File: config.mk
export PLATFORM = sky130hd
export DESIGN_NAME = seg7_capture
export DESIGN_NICKNAME = d
export VERILOG_FILES = /design/src/rtl/seg7_capture.sv
export SDC_FILE = /design/constraint.sdc
export NUM_CORES = 1
export LEC_CHECK = 0
export CAP_MARGIN = 5
export CORE_ASPECT_RATIO = 1.25
export CORE_UTILIZATION = 25
export CTS_CLUSTER_DIAMETER = 60
export DETAILED_ROUTE_END_ITERATION = 16
export GPL_TIMING_DRIVEN = 0
export PLACE_DENSITY = 0.46
export SLEW_MARGIN = 15
export SYNTH_ARGS = -nofsm -noshare
export SYNTH_HDL_FRONTEND = slang
export SYNTH_SLANG_ARGS = --single-unit
File: constraint.sdc
create_clock -name CLK -period 3.7 [get_ports CLK]
set_clock_uncertainty 0.2 [all_clocks]
set_input_delay 1.11 -clock CLK [delete_from_list [all_inputs] [get_ports CLK]]
set_output_delay 1.11 -clock CLK [all_outputs]
set_load 0.05 [all_outputs]
File: src/rtl/seg7_capture.sv
// seg7_capture: receive-side monitor for a multiplexed, active-low 7-segment bus.
// It recovers the 0-7 value shown on each digit once the bus has held the same
// {Seg,An} sample for STABLE_CYC clocks.
// Optional: define SEG7CAP_ERRCNT_EN to add the saturating ErrCnt[7:0] output.
//
// Handshake: there is no back-pressure. Upd is a one-cycle valid pulse with no
// ready. UpdIdx and the matching D/Valid/Err slice are stable while Upd=1.
module seg7_capture #(
  parameter int NDIG       = 4,
  parameter int STABLE_CYC = 4
) (
  input  logic                CLK,
  input  logic                RST,
  input  logic [6:0]          Seg,
  input  logic [NDIG-1:0]     An,
  output logic [3*NDIG-1:0]   D,
  output logic [NDIG-1:0]     Valid,
  output logic [NDIG-1:0]     Err,
  output logic                Upd,
  output logic [2:0]          UpdIdx
`ifdef SEG7CAP_ERRCNT_EN
  ,
  output logic [7:0]          ErrCnt
`endif
);

  localparam logic [1:0] ST_IDLE  = 2'd0;
  localparam logic [1:0] ST_TRACK = 2'd1;
  localparam logic [1:0] ST_HELD  = 2'd2;

  localparam logic [7:0] CNT_MAX = 8'(STABLE_CYC);
  localparam logic [7:0] CNT_PRE = 8'(STABLE_CYC - 1);

  logic [1:0]        state_q, state_d;
  logic [6:0]        seg_s_q, seg_s_d;
  logic [NDIG-1:0]   an_s_q, an_s_d;
  logic [7:0]        cnt_q, cnt_d;
  logic [3*NDIG-1:0] d_q, d_d;
  logic [NDIG-1:0]   valid_q, valid_d;
  logic [NDIG-1:0]   err_q, err_d;
  logic              upd_q, upd_d;
  logic [2:0]        upd_idx_q, upd_idx_d;
`ifdef SEG7CAP_ERRCNT_EN
  logic [7:0]        err_cnt_q, err_cnt_d;
`endif

  logic       x_same;
  logic       single;
  logic [3:0] n_low;
  logic [2:0] low_idx;
  logic       capture;
  logic [6:0] pat;
  logic       pat_legal;
  logic       pat_blank;
  logic [2:0] pat_val;

  // Strobe analysis and decode of the active-high segment pattern.
  always_comb begin
    x_same  = (Seg == seg_s_q) && (An == an_s_q);
    n_low   = 4'd0;
    low_idx = 3'd0;
    for (int i = 0; i < NDIG; i++) begin
      if (!An[i]) begin
        n_low   = n_low + 4'd1;
        low_idx = 3'(i);
      end
    end
    single    = (n_low == 4'd1);
    pat       = ~Seg;
    pat_legal = 1'b1;
    pat_blank = 1'b0;
    pat_val   = 3'd0;
    case (pat)
      7'h3F: pat_val = 3'd0;
      7'h06: pat_val = 3'd1;
      7'h5B: pat_val = 3'd2;
      7'h4F: pat_val = 3'd3;
      7'h66: pat_val = 3'd4;
      7'h6D: pat_val = 3'd5;
      7'h7D: pat_val = 3'd6;
      7'h07: pat_val = 3'd7;
      7'h00: begin pat_legal = 1'b0; pat_blank = 1'b1; end
      default: pat_legal = 1'b0;
    endcase
  end

  // Stability counter, FSM next state and capture update.
  always_comb begin
    seg_s_d   = Seg;
    an_s_d    = An;
    state_d   = state_q;
    d_d       = d_q;
    valid_d   = valid_q;
    err_d     = err_q;
    upd_d     = 1'b0;
    upd_idx_d = upd_idx_q;
    capture   = 1'b0;
`ifdef SEG7CAP_ERRCNT_EN
    err_cnt_d = err_cnt_q;
`endif

    if (!x_same)                cnt_d = 8'd1;
    else if (cnt_q < CNT_MAX)   cnt_d = cnt_q + 8'd1;
    else                        cnt_d = cnt_q;

    case (state_q)
      ST_IDLE: begin
        if (single) state_d = ST_TRACK;
      end
      ST_TRACK: begin
        if (!single) state_d = ST_IDLE;
        else if (x_same && cnt_q == CNT_PRE) begin
          capture = 1'b1;
          state_d = ST_HELD;
        end
      end
      ST_HELD: begin
        if (!single)     state_d = ST_IDLE;
        else if (!x_same) state_d = ST_TRACK;
      end
      default: state_d = ST_IDLE;
    endcase

    if (capture) begin
      upd_d     = 1'b1;
      upd_idx_d = low_idx;
      for (int i = 0; i < NDIG; i++) begin
        if (low_idx == 3'(i)) begin
          valid_d[i] = pat_legal;
          if (pat_legal) d_d[3*i +: 3] = pat_val;
          if (!pat_legal && !pat_blank) err_d[i] = 1'b1;
        end
      end
`ifdef SEG7CAP_ERRCNT_EN
      if (!pat_legal && !pat_blank && err_cnt_q != 8'hFF)
        err_cnt_d = err_cnt_q + 8'd1;
`endif
    end
  end

  // State registers; reset wins over a capture on the same edge.
  always_ff @(posedge CLK) begin
    if (RST) begin
      state_q   <= ST_IDLE;
      seg_s_q   <= 7'h7F;
      an_s_q    <= '1;
      cnt_q     <= 8'd0;
      d_q       <= '0;
      valid_q   <= '0;
      err_q     <= '0;
      upd_q     <= 1'b0;
      upd_idx_q <= 3'd0;
`ifdef SEG7CAP_ERRCNT_EN
      err_cnt_q <= 8'd0;
`endif
    end else begin
      state_q   <= state_d;
      seg_s_q   <= seg_s_d;
      an_s_q    <= an_s_d;
      cnt_q     <= cnt_d;
      d_q       <= d_d;
      valid_q   <= valid_d;
      err_q     <= err_d;
      upd_q     <= upd_d;
      upd_idx_q <= upd_idx_d;
`ifdef SEG7CAP_ERRCNT_EN
      err_cnt_q <= err_cnt_d;
`endif
    end
  end

  assign D      = d_q;
  assign Valid  = valid_q;
  assign Err    = err_q;
  assign Upd    = upd_q;
  assign UpdIdx = upd_idx_q;
`ifdef SEG7CAP_ERRCNT_EN
  assign ErrCnt = err_cnt_q;
`endif

endmodule

Yosys cells after proc, flatten, opt, wreduce, memory -nomap -nowiden
Index checks and enable logic that the tools add are counted.
Word-level totals
  register bits after elaboration: 45
  bits of input ports: 13
  output and inout bits: 24
Operators by class
  add/sub/neg operators: 4
  magnitude comparators: 1
  equality and inequality tests: 21
  multiplexer cells: 22
  bitwise logic cells: 2
  reduce and logical (&&, ||, !) cells: 23
Operators with widths (number)
  $eq A7 B7 Y1 const B: 5
  $reduce_and A3 Y1: 9
  $pmux W3 S7: 1
  $eq A7 B3 Y1 const B: 2
  $add A4 B1 Y4 const B: 3
  $mux W4: 3
  $mux W1: 10
  $mux W2: 5
  $add A8 B1 Y8 const B: 1
  $eq A8 B2 Y1 const B: 1
  $lt A8 B3 Y1 const B: 1
  $reduce_and A2 Y1: 4
  $reduce_or A8 Y1: 1
  $eq A7 B6 Y1 const B: 1
  $eq A7 B7 Y1: 1
  $logic_not A7 Y1: 1
  $not A7 Y7: 1
  $eq A3 B2 Y1 const B: 2
  $mux W3: 2
  $ne A3 B3 Y1 const B: 2
  $pmux W2 S3: 1
  $eq A4 B1 Y1 const B: 1
  $eq A4 B4 Y1: 1
  $eq A3 B1 Y1 const B: 1
  10 further kinds: 13

Longest topological paths before layout
  depth after elaboration: 11
  gate-level depth with buffers: 11
  gate-level depth less buffers: 11

Least setup slack after synthesis
OpenSTA, ideal clock, no wires.
  kind: input -> register
  start: in An[0]
  end: reg d_q[5] (netlist: D[5])
  library setup time: 0.124 ns
  data arrival time: 2.935 ns
  data required time: 3.376 ns
  path slack: 0.441 ns
  stages: 10
  buffers on the path: 0
  path through: inv_1 ha_1 xnor2_1 ha_1 nor4b_1 nor4_1 nor3_1 nand2_2 o21ai_0 o21ai_0
On the way
  longest elaborated chain between the ends: 11
RTL lines
  from (decl): line 15  | input logic [NDIG-1:0] An,
  $mux W1: line 63  | if (!An[i]) begin
  $add A4 B1 Y4: line 64  | n_low = n_low + 4'd1;
  $mux W4: line 63
  $add A4 B1 Y4: line 64
  $mux W4: line 63
  $add A4 B1 Y4: line 64
  $mux W4: line 63
  $eq A4 B1 Y1: line 68  | single = (n_low == 4'd1);
  $mux W1 *: line 111  | if (!single) state_d = ST_IDLE;
  $mux W1 *: line 106  | case (state_q)
  $reduce_and A3 Y1 (no source line) *
  to (signal assigned): line 148  | d_q <= '0;
  to (signal assigned): line 161  | d_q <= d_d;
  to (decl): line 38  | logic [3*NDIG-1:0] d_q, d_d;
Every way passes the cells marked *; elsewhere a longest branch is shown, timed or not.
A chain may end at the register's enable or synchronous reset.

Final worst setup path
  start: in An[1]
  end: reg upd_idx_q[0] (netlist: UpdIdx[0])
On the way
  longest elaborated chain between the ends: 8
RTL lines
  $mux W4: line 63
  $add A4 B1 Y4: line 64
  $mux W4: line 63
  $add A4 B1 Y4: line 64
  $mux W4: line 63
  $eq A4 B1 Y1: line 68
  $mux W1: line 111
  $mux W1: line 106
  to (signal assigned): line 165  | upd_idx_q <= upd_idx_d;
  to (decl): line 42  | logic [2:0] upd_idx_q, upd_idx_d;
Parallel ways exist; a longest one is shown, timed or not.

==> flow_summary_export.csv <==
group,metric,value,unit
status,outcome,"finished, violations left",
status,violations,"design-rule violations",
clock_network,cts_sinks,44,
synthesis,async_flop_share,0,%
sta,setup_viol,0,
global_route,grt_pass1_vias,1596,
global_route,gr-total-overflow,0,
die,rows,37,
layout,final_cell_area,2690,µm²
setup_path,worstPathMaxFanout,7,
place,dpl.hpwl,3600,µm
clock_network,cts_setup_buffers,0,
die,initial_utilization,25.7,%
sta,fin_crit_sh,94.5,%
die,coreArea,8190,µm²
place,gp_congestion,0.709,
detailed_routing,wirelength,4770,µm
detailed_routing,wl_per_cell,13.0,µm
setup_path,worstPathArrival,3480,ps
flow_run,maxCapViolations,0,
synthesis,synth_top_cells_by_count,"44 x dfxtp_1, 18 x o21ai_0, 14 x nor2_1, 14 x xnor2_1, 12 x nand2_1",
detailed_routing,via_per_inst,4.53,
detailed_routing,drt_iter0_markers,95,
detailed_routing,antenna_left,0,
synthesis,synthCells,232,
layout,n_fill_cell,861,
synthesis,ys_seq_area_share,41.8,%
setup_path,worstSetupPathType,"in2reg",
detailed_routing,met2_length,2220,µm
synthesis,yosysMostFrequentCell,"dfxtp_1",
setup_path,cp-start-kind,"input port",
synthesis,ys_types,47,
sta,rsz0062_at_grt,"no",
synthesis,synthFlopType,"dfxtp_1",
die,dieArea,8810,µm²
place,io_buffers,30,
power,static-leakage-power,0.983,nW
clock_network,clk_latency,300,ps
layout,fin_nets,286,
power,ir_drop,0.138,mV
clock_network,htreeDepth,2,
synthesis,synth_area_leader_cell,"dfxtp_1",
synthesis,synth_nets,249,
clock_network,cts_root_buf,"clkbuf_8",
clock_network,cts_max_path_buffers,2,
synthesis,synth_enable_flop_cells,0,
sta,fmax,286,MHz
power,p_per_area,363,nW/µm²
clock_network,cts_buffers,5,
sta,maxSlewViolCount,0,
detailed_routing,met3WireLength,203,µm
detailed_routing,drc,2,
hold_path,min_path_type,"reg2reg",
synthesis,synth_warnings,0,
die,die-width,84.2,µm
sta,hold_violations,0,
die,die_y,105,µm
synthesis,synth_area_per_cell,9.09,µm²
layout,final_util,32.9,%
layout,antenna_cells,0,
sta,max-slew-margin-rel,35.8,%
setup_path,cp-end-kind,"register",
clock_network,cts_tree,"yes",
setup_path,required,3680,ps
place,place_area,2530,µm²
global_route,grt_first_pass_wirelength,7800,µm
global_route,antenna_found_initial,0,
synthesis,synth_area_leaders,"dfxtp_1 42%, xnor2_1 5.8%, o21ai_0 4.3%",
detailed_routing,vias,1663,
global_route,grt_max_degree,15,
sta,period_needed,3500,ps
detailed_routing,wl_met1,2240,µm
detailed_routing,top_layer,"met4",
sta,worst_slew_pin_slew,954,ps
layout,area_growth,27.7,%
synthesis,synth_seq_cells,44,
synthesis,mappedNetlistArea,2110,µm²
die,top_level_ports,37,
global_route,grtUsageTotal,11.2,%
detailed_routing,dr.pass1.iters,10,
clock_network,path_clk_slew,90,ps
layout,drive_gt1_share,17.4,%
synthesis,netlist.area_leader.share,41.8,%
## layout make-up
| cell class | instances | area [µm²] | share of cell area [%] |
|---|---|---|---|
| multi-input cells | 168 | 1170 | 43.4 |
| flip-flops and latches | 44 | 881 | 32.7 |
| repair buffers | 30 | 302 | 11.2 |
| well taps | 97 | 121 | 4.51 |
| clock buffers | 6 | 82.6 | 3.07 |
| plain buffers | 14 | 77.6 | 2.88 |
| clock inverters | 2 | 38.8 | 1.44 |
| inverters | 6 | 22.5 | 0.836 |
## registers in the layout, summed over array words and instances (netlist names)
register  count
UpdIdx        2
seg_s_q       7
D            12
Valid         4
Err           4
an_s_q        4
Upd           1
state_q       2
cnt_q         8
## logic make-up (layout without fill, tap and decap cells)
family | after synthesis | in the layout | share of synthesized area, %
simple gates | 103 | 103 | 30.8
buf+inv | 20 | 58 | 4.68
fa+ha+maj | 4 | 4 | 2.37
mux | 8 | 8 | 3.80
flops | 44 | 44 | 41.8
compound gates | 35 | 35 | 9.37
other cells | 1 | 1 | 0.178
xor+xnor | 17 | 17 | 7.06
## power by group
group	switching [mW]	total, mW	internal [mW]
clock	0.170	0.391	0.221
combinational	0.0575	0.103	0.0451
sequential	0.00365	0.485	0.481
## per-stage QoR
step	power (mW)	worst slack [ps]	std cells	TNS (ps)	hold slack [ps]
floorplan	0.566	441	232	0	231
global placement	0.593	-588	359	-6650	240
detailed placement	0.594	-604	359	-6730	249
CTS	0.996	16.9	367	0	265
global route	1.03	42.2	367	0	284
finish	0.978	202	367	0	259
## cells in the final DEF, fill, tap and decap left out, types with 2 or more instances in the layout
cell type	synthesis	layout
nand2_2	2	3
ha_1	4	3
or2b_2	3	3
clkbuf_1	9	8
and4b_1	2	2
or3_2	2	2
clkbuf_8	0	6
nand4_1	3	3
nor4bb_1	2	2
buf_4	2	2
clkdlybuf4s50_1	0	28
o21ai_0	18	18
nand3b_1	3	3
a21oi_1	6	6
clkbuf_2	1	2
o21ai_1	3	3
a31oi_1	3	3
inv_1	6	6
and2_1	5	5
buf_6	2	2
xnor2_1	14	14
nand2_1	12	11
nand3_1	8	8
nor2b_1	11	11
nand2b_1	3	3
nor3_2	0	2
nor3_1	7	5
dfxtp_1	44	44
nor4b_2	0	2
nor2_1	14	14
mux2i_1	8	8
or2_2	11	11
xor2_1	3	3
## critical path, cell delays in order
cell and delay [ps]:
dlygate4sd2_1 370, inv_1 80, ha_2 400, xnor2_1 80, ha_1 330, nor4b_2 70, nor4_2 480, nor2_1 180
nand2_2 130, mux2i_1 180, nor2_1 50
## final timing paths
path | startpoint | cells after the start | endpoint | slack (ps)
max | An[1] | 11 | UpdIdx[0] | 200
min | Err[3] | 2 | Err[3] | 260
max reg2reg | cnt_q[6] | 7 | D[5] | 1400
min reg2reg | Err[3] | 2 | Err[3] | 260
## metal layers
layer / vias up / global-route usage (%)
li1: 867 / -
met2: 34 / 18.5
met5: - / 0
met1: 752 / 13.8
met4: 0 / 4.93
met3: 10 / 2.61
## timing repair
| action | 4_1_cts | 5_1_grt |
|---|---|---|
| hold buffers | 0 | 0 |
| gates resized for setup | 8 | 4 |
| setup endpoints to repair | 11 | 9 |
| pin swaps | 1 | 3 |
(Power assumes the default switching activity.)
